**config.mk**
```make
export PLATFORM = sky130hd
export DESIGN_NAME = code_verifier
export DESIGN_NICKNAME = d
export VERILOG_FILES = /design/src/rtl/code_verifier_pkg.sv /design/src/rtl/code_verifier_press.sv /design/src/rtl/code_verifier.sv
export SDC_FILE = /design/constraint.sdc
export NUM_CORES = 1
export LEC_CHECK = 0
export CAP_MARGIN = 10
export CORE_MARGIN = 3
export CORE_UTILIZATION = 35
export DETAILED_ROUTE_END_ITERATION = 6
export DONT_BUFFER_PORTS = 1
export GPL_TIMING_DRIVEN = 1
export SLEW_MARGIN = 10
export SYNTH_ARGS = -nofsm -noshare
export SYNTH_HDL_FRONTEND = slang
export SYNTH_HIERARCHICAL = 1
export SYNTH_SLANG_ARGS = --single-unit
```
**constraint.sdc**
```tcl
create_clock -name clk -period 16.25 [get_ports clk]
set_clock_uncertainty 0.15 [all_clocks]
set_input_delay 0 -clock clk [delete_from_list [all_inputs] [get_ports clk]]
set_output_delay 0 -clock clk [all_outputs]
set_load 0.01 [all_outputs]
```
**src/rtl/code_verifier_pkg.sv**
```systemverilog
// Shared types for the switch-entry combination lock.
// Status encoding and the one-hot switch decoder.
package code_verifier_pkg;

  typedef enum logic [2:0] {
    ST_IDLE   = 3'd0,
    ST_ENTRY  = 3'd1,
    ST_DONE   = 3'd2,
    ST_ERROR  = 3'd3,
    ST_LOCKED = 3'd4
  } status_e;

  localparam int SW_MAX  = 64;
  localparam int IDX_MAX = 6;

  typedef struct packed {
    logic               valid;
    logic [IDX_MAX-1:0] index;
  } onehot_t;

  // valid only when exactly one bit is set
  function automatic onehot_t onehot_index(
    input logic [SW_MAX-1:0] s
  );
    onehot_t r;
    int      n;
    r = '0;
    n = 0;
    for (int i = 0; i < SW_MAX; i++) begin
      if (s[i]) begin
        n++;
        r.index = IDX_MAX'(i);
      end
    end
    r.valid = (n == 1);
    return r;
  endfunction

endpackage

```
**src/rtl/code_verifier_press.sv**
```systemverilog
// Rising-press detector for a debounced switch bus.
// Emits a press only on an all-zero to nonzero transition.
import code_verifier_pkg::*;

module press_detect #(
  parameter int SW_W  = 10,
  parameter int IDX_W = 4
) (
  input  logic             clk,
  input  logic             rst,
  input  logic [SW_W-1:0]  sw,
  output logic             press,
  output logic             onehot_valid,
  output logic [IDX_W-1:0] index
);

  logic [SW_W-1:0] sw_last;
  onehot_t         oh;

  always_ff @(posedge clk) begin
    if (!rst) sw_last <= '0;
    else      sw_last <= sw;
  end

  assign oh    = onehot_index(SW_MAX'(sw));
  assign press = (sw != '0) && (sw_last == '0);

  assign onehot_valid =
    oh.valid && (oh.index < IDX_MAX'(SW_W));
  assign index = oh.index[IDX_W-1:0];

endmodule

```
**src/rtl/code_verifier.sv**
```systemverilog
// Parametrised combination-lock checker with retry lockout.
// Optional entry timeout enabled by VERIF_TIMEOUT_EN.
import code_verifier_pkg::*;

module code_verifier #(
  parameter int SW_W        = 10,
  parameter int CODE_LEN    = 4,
  parameter int MAX_TRIES   = 3,
  parameter int TIMEOUT_CYC = 1000000,
  parameter int IDX_W = (SW_W > 1) ? $clog2(SW_W) : 1,
  parameter int CNT_W = $clog2(CODE_LEN + 1)
) (
  input  logic                      clk,
  input  logic                      rst,
  input  logic [SW_W-1:0]           sw,
  input  logic [CODE_LEN*IDX_W-1:0] code,
  input  logic                      clear,
  output logic [2:0]                status,
  output logic [CNT_W-1:0]          digit_cnt,
  output logic [3:0]                tries_left,
  output logic                      unlock_pulse
);

  status_e                   st;
  logic [CODE_LEN*IDX_W-1:0] code_reg;
  logic                      press;
  logic                      oh_valid;
  logic [IDX_W-1:0]          index;
  logic [IDX_W-1:0]          expect_idx;
  logic                      match;
  logic                      last;
  status_e                   fail_st;

  press_detect #(
    .SW_W (SW_W),
    .IDX_W(IDX_W)
  ) u_press (
    .clk         (clk),
    .rst         (rst),
    .sw          (sw),
    .press       (press),
    .onehot_valid(oh_valid),
    .index       (index)
  );

  // IDLE compares against the live code, which is latched on that edge
  always_comb begin
    expect_idx = code_reg[IDX_W-1:0];
    for (int k = 0; k < CODE_LEN; k++) begin
      if (digit_cnt == CNT_W'(k))
        expect_idx = code_reg[k*IDX_W +: IDX_W];
    end
    if (st == ST_IDLE) expect_idx = code[IDX_W-1:0];
  end

  assign match   = oh_valid && (index == expect_idx);
  assign last    = (digit_cnt == CNT_W'(CODE_LEN - 1));
  assign fail_st = (tries_left == 4'd1) ? ST_LOCKED : ST_ERROR;
  assign status  = st;

`ifdef VERIF_TIMEOUT_EN
  localparam int TMR_W = $clog2(TIMEOUT_CYC + 1);
  logic [TMR_W-1:0] timer;
  logic             timeout;

  always_ff @(posedge clk) begin
    if (!rst)                        timer <= '0;
    else if (st != ST_ENTRY || press) timer <= '0;
    else                             timer <= timer + 1'b1;
  end

  assign timeout = (st == ST_ENTRY) && !press &&
                   (timer == TMR_W'(TIMEOUT_CYC - 1));
`else
  logic timeout;
  assign timeout = 1'b0;
`endif

  always_ff @(posedge clk) begin
    if (!rst) begin
      st           <= ST_IDLE;
      digit_cnt    <= '0;
      tries_left   <= 4'(MAX_TRIES);
      unlock_pulse <= 1'b0;
      code_reg     <= '0;
    end else begin
      unlock_pulse <= 1'b0;
      unique case (st)
        ST_IDLE: begin
          if (press) begin
            code_reg <= code;
            if (!match) begin
              st         <= fail_st;
              tries_left <= tries_left - 4'd1;
              digit_cnt  <= '0;
            end else if (CODE_LEN == 1) begin
              st           <= ST_DONE;
              digit_cnt    <= CNT_W'(CODE_LEN);
              tries_left   <= 4'(MAX_TRIES);
              unlock_pulse <= 1'b1;
            end else begin
              st        <= ST_ENTRY;
              digit_cnt <= CNT_W'(1);
            end
          end
        end
        ST_ENTRY: begin
          if ((press && !match) || timeout) begin
            st         <= fail_st;
            tries_left <= tries_left - 4'd1;
            digit_cnt  <= '0;
          end else if (press && last) begin
            st           <= ST_DONE;
            digit_cnt    <= CNT_W'(CODE_LEN);
            tries_left   <= 4'(MAX_TRIES);
            unlock_pulse <= 1'b1;
          end else if (press) begin
            digit_cnt <= digit_cnt + 1'b1;
          end
        end
        ST_ERROR: begin
          if (clear) st <= ST_IDLE;
        end
        ST_DONE: begin
          if (clear) begin
            st        <= ST_IDLE;
            digit_cnt <= '0;
          end
        end
        ST_LOCKED: st <= ST_LOCKED;
        default: begin
          st        <= ST_IDLE;
          digit_cnt <= '0;
        end
      endcase
    end
  end

endmodule

```
* Word level (Yosys, flattened, before mapping)
Cells that the tools add are included.
Storage, ports and cells: register bits 37, word-level logic and storage cells 96
Operators by class: $add $sub $neg 11, magnitude comparators 1, equality and inequality tests 16, mux-type cells 42, bitwise gates (word level) 3, reductions and logical operators 17
Operator list (count):
- $mux W32 | 9
- $add A32 B2 Y32 const B | 8
- $mux W3 | 14
- $mux W4 | 10
- $eq A32 B2 Y1 const B | 1
- $pmux W3 S4 | 2
- $eq A3 B2 Y1 const B | 4
- $logic_not A10 Y1 | 1
- $reduce_bool A10 Y1 | 1
- $pmux W4 S2 | 1
- $reduce_and A4 Y1 | 2
- $eq A3 B1 Y1 const B | 2
- $ne A2 B2 Y1 const B | 3
- $logic_and A1 B1 Y1 | 5
- $eq A4 B1 Y1 const B | 1
- $eq A4 B4 Y1 | 1
- $lt A4 B4 Y1 const B | 1
- $mux W1 | 4
- $mux W2 | 2
- $ne A4 B4 Y1 const B | 1
- $reduce_or A2 Y1 | 2
- $sub A4 B1 Y4 const B | 1
- $add A3 B1 Y3 const B | 1
- $eq A3 B3 Y1 const B | 1
- other kinds (10) | 12

* Longest topological paths before layout
depth in word-level cells 26, gate-level depth with buffers 34, mapped depth without buffers 33

* By module
Netlist, hierarchy kept.
Modules (own cells, without submodules):
- code_verifier | instances 1, cells an instance 228, area an instance 1785.5 sq um, sequential area each 540.5 sq um
- press_detect | instances 1, cells an instance 136, area an instance 1152.4 sq um, sequential area each 200.2 sq um

* Least setup slack after synthesis
Ideal clock, no wire load.
kind input to register, start point in sw[0], end point reg tries_left[1], arrival 5.605 ns, setup slack 10.371 ns, cell stages on the path 32, buffers on the path 0, cells stage by stage inv_1 -> ha_1 -> xor2_2 -> ha_1 -> nand2_1 -> o31ai_1 -> ha_1 -> inv_1 -> a21boi_1 -> ha_1 -> a22o_1 -> ha_1 -> nor2b_1 -> nor2_1 -> ha_1 -> nand2_1 -> o31ai_1 -> ha_1 -> mux2_2 -> ha_1 -> nand2_1 -> xor2_1 -> xnor2_1 -> a21oi_1 -> mux2_2 -> a21oi_1 -> nor3_2 -> nand4_1 -> nor4_1 -> o2111a_2 -> nor2_2 -> mux2_1
On the way: longest elaborated chain between the ends 26, elaborated cells between the ends (all ways) 33, classes of those cells add/sub: 9; eq/ne: 4; mux: 12; reduce/logical: 8
RTL lines:
- from (decl) | line code_verifier.sv:15 | input logic [SW_W-1:0] sw,
- $mux W1 * | line code_verifier_pkg.sv:30 | if (s[i]) begin
- $add A1 B1 Y2 | line code_verifier_pkg.sv:31 | n++;
- $mux W32 * | line code_verifier_pkg.sv:30
- $add A32 B2 Y32 | line code_verifier_pkg.sv:31
- $mux W32 * | line code_verifier_pkg.sv:30
- $add A32 B2 Y32 | line code_verifier_pkg.sv:31
- $mux W32 * | line code_verifier_pkg.sv:30
- $add A32 B2 Y32 | line code_verifier_pkg.sv:31
- [11 not listed]
- $eq A32 B2 Y1 * | line code_verifier_pkg.sv:35 | r.valid = (n == 1);
- $logic_and A1 B1 Y1 * | line code_verifier_press.sv:29 | oh.valid && (oh.index < IDX_MAX'(SW_W));
- named net oh_valid | line code_verifier.sv:27 | logic oh_valid;
- $logic_and A1 B1 Y1 * | line code_verifier.sv:56 | assign match = oh_valid && (index == expect_idx);
- $logic_not A1 Y1 | line code_verifier.sv:108 | if ((press && !match) || timeout) begin
- $logic_and A1 B1 Y1 | line code_verifier.sv:108
- $ne A3 B3 Y1 (no source line) / $mux W4 (equally long branches)
- $reduce_and A4 Y1 (no source line) / $pmux W4 S2 (equally long branches)
- to (signal assigned) | line code_verifier.sv:99 | tries_left <= 4'(MAX_TRIES);
- to (signal assigned) | line code_verifier.sv:110 | tries_left <= tries_left - 4'd1;
- to (signal assigned) | line code_verifier.sv:115 | tries_left <= 4'(MAX_TRIES);
- to (decl) | line code_verifier.sv:20 | output logic [3:0] tries_left,
Mark *: on every way through the listed nets, which the timed path passes. The rest lies on a longest branch. A chain may end at the register's enable or synchronous reset.

* Final worst setup path
start point in sw[0], end point reg st[1], in the netlist status[1]
On the way: longest elaborated chain between the ends 26, elaborated cells between the ends (all ways) 34, classes of those cells add/sub: 9; eq/ne: 3; mux: 14; reduce/logical: 8
RTL lines:
- $mux W1 * | line code_verifier_pkg.sv:30
- $add A1 B1 Y2 | line code_verifier_pkg.sv:31
- $mux W32 * | line code_verifier_pkg.sv:30
- $add A32 B2 Y32 | line code_verifier_pkg.sv:31
- $mux W32 * | line code_verifier_pkg.sv:30
- $add A32 B2 Y32 | line code_verifier_pkg.sv:31
- $mux W32 * | line code_verifier_pkg.sv:30
- $add A32 B2 Y32 | line code_verifier_pkg.sv:31
- [11 not listed]
- $eq A32 B2 Y1 * | line code_verifier_pkg.sv:35
- $logic_and A1 B1 Y1 * | line code_verifier_press.sv:29
- named net oh_valid | line code_verifier.sv:27
- $logic_and A1 B1 Y1 * | line code_verifier.sv:56
- $logic_not A1 Y1 | line code_verifier.sv:108
- $logic_and A1 B1 Y1 | line code_verifier.sv:108
- $mux W3 / $ne A3 B3 Y1 (equally long branches)
- $pmux W3 S4 / $reduce_and A3 Y1 (equally long branches)
- to (signal assigned) | line code_verifier.sv:93 | st <= fail_st;
- to (signal assigned) | line code_verifier.sv:109 | st <= fail_st;
- to (decl) | line code_verifier.sv:24 | status_e st;
Mark *: on every way through the listed nets, which the timed path passes. The rest lies on a longest branch. The select of a mux whose other input is x is not followed.

==> flow_summary.yaml <==
cells_and_area:
  syn_to_final_growth_pct: 16.4
  most-common-layout-cells: "nand2_1, dlygate4sd3_1, dfxtp_1, nor2_1, a21oi_1"
  final_area_sq_mm: 0.00342
  antenna_cells: 0
  largest_reg_flops: 16
  layout_commonest_cell: "nand2_1"
  drive_gt1_frac: 0.0928
  nets: 432
  final.fill_count: 791
clock_network:
  cts_buffer_depth: 2
  cts_buffers: 5
  cts.sinks: 37
  path_clk_slew_ps: 70
  cts_tree: "done"
  clk-insertion-delay-late_ps: 290
  htree_levels: 2
  cts-root-buf: "clkbuf_8"
status:
  status: "finished clean"
timing:
  relSlewSlack: 0.297
  drv_slew: 0
  finalHoldViolCount: 0
  rsz0062_at_grt: "no"
  max_freq_ghz: 0.164
  setup_viol: 0
  setup_tns_ps: 0
  hold_ws_ps: 107
  worstMarginPinSlew_ps: 1050
  post-route-period-util: 0.376
  worst_slack_ps: 10140
  finalWorstPathRequiredPeriod_ps: 6110
synth:
  synth_top_cell_by_area: "dfxtp_1"
  ys_types: 73
  synth_top_area_frac: 0.252
  synthesis.nets: 409
  syn_area_sq_mm: 0.00294
  avgSynthCellArea_sq_um: 8.07
  synth_edf_count: 0
  syn_inst: 364
  synth.area.top_cells: "dfxtp_1, nand2_1, ha_1, a21oi_1, nor2_1"
  ys.flop_type: "dfxtp_1"
  synth-seq-cells: 37
  ys_seq_area_frac: 0.252
  yosys_warnings: 6
  synthArstFlopShare: 0
placement:
  port_buffers: 0
  pre_cts_slack_ps: 9840
  gp_congestion: 0.841
  dp_hpwl_microns: 4880
  placed_cell_area_sq_mm: 0.00291
route:
  num_vias: 2640
  wirelength_microns: 6960
  drtAntennaViolNets: 0
  vias_per_cell: 5.39
  dr.first_iter.drc_count: 134
  wl_per_cell_microns: 14.2
  drc: 0
  first_pass_iters: 4
floorplan:
  die_h_microns: 97.6
  row_count: 32
  fp.dieW_microns: 97.6
  ios: 40
  start_util: 0.371
  core_sq_mm: 0.00793
  dieArea_sq_mm: 0.00953
worst_setup_path:
  cpMostUsedCell: "ha_1"
  crit_path_top_delay_cell: "o2111a_2"
  critPathArrivalTime_ps: 6170
  critical_path_class: "in2reg"
  worstPathRequired_ps: 16310
  slowest_delay_ps: 410
  endpoint_kind: "flip-flop"
  path_max_fanout: 14
  cp-start-kind: "primary input"
  regToRegSetupSlack_ps: 13160
global_route:
  grt_pass1_vias: 2607
  track_usage: 0.148
  grt_max_degree: 26
  antenna_found_initial: 0
  grt_first_pass_wirelength_microns: 12000
  grt_overflow_total: 0
flow_run:
  maxCapViolCount: 0
power_and_ir_drop:
  vdd_ir_drop_max_uv: 46.1
  power_density_mw_per_mm2: 84.6
  p_leak_nw: 1.26
min_path:
  hold_path.class: "in2reg"
logic make-up after synthesis:
| kind of cell | after synthesis | synth area share |
|---|---|---|
| AOI/OAI and AO/OA | 81 | 0.199 |
| adders and majority gates | 16 | 0.0681 |
| and+or+nand+nor | 161 | 0.281 |
| muxes | 10 | 0.0379 |
| buffers and inverters | 41 | 0.0784 |
| DFF | 37 | 0.252 |
| xor gates and xnor gates | 18 | 0.0835 |
through the flow:
| step | power (mW) | util | std cells |
|---|---|---|---|
| 4_1_cts | 0.292 | 0.432 | 490 |
| 2_1_floorplan | 0.181 | - | 364 |
| 3_3_place_gp | 0.188 | 0.367 | 444 |
| 5_1_grt | 0.308 | 0.432 | 490 |
| 6_report | 0.289 | 0.432 | 490 |
| 3_5_place_dp | 0.190 | 0.367 | 444 |
worst max-delay path, delay by kind of cell:
kind | cells | cell delay (ps)
AOI/OAI and AO/OA | 8 | 1410
and+or+nand+nor | 8 | 930
muxes | 3 | 780
xor gates and xnor gates | 3 | 630
buffers and inverters | 2 | 70
adders and majority gates | 8 | 2300
worst paths after layout:
path	cells past startpoint	from	to
worst max-delay path	32	sw[0]	status[1]
worst min-delay path	2	rst	digit_cnt[0]
worst max register to register	8	u_press/sw_last[0]	code_reg[15]
worst min register to register	2	code_reg[7]	code_reg[7]
report_power, final:
part / switching (mW) / leakage, nW / internal, mW
registers: 0.00263 / 0.302 / 0.0934
logic: 0.0500 / 0.891 / 0.0497
clock network: 0.0328 / 0.0681 / 0.0610
total: 0.0854 / 1.26 / 0.204
cells in the mapped netlist, types with 7 or more instances:
cell       n
dfxtp_1   37
ha_1      16
xnor2_1    7
and2_1    13
nor3_1     8
clkbuf_1   8
inv_1     18
nand3_1   11
a21oi_1   27
nor2_1    30
o21ai_0   10
nand2_1   60
layer usage:
metal,part of all wire,wire [microns],track usage
met3,0.064,444,0.0352
met5,0,0,0
met1,0.46,3210,0.192
met4,0.016,114,0.0501
met2,0.46,3200,0.241
cell type report:
cell class                      count  area, sq um  area share
Inverter                           19         71.3      0.0208
Sequential cell                    37          741       0.217
Tap cell                          102          128      0.0373
Multi-Input combinational cell    286         1970       0.575
Timing Repair Buffer               38          380       0.111
Clock inverter                      3         65.1      0.0190
Clock buffer                        5         68.8      0.0201
repair_timing:
action | 4_1_cts | 5_1_grt
resized for setup | 0 | 0
hold buffers | 38 | 0
hold endpoints to repair | 31 | 0
setup buffers | 0 | 0
No activity file was read; power rests on OpenSTA's default activity.
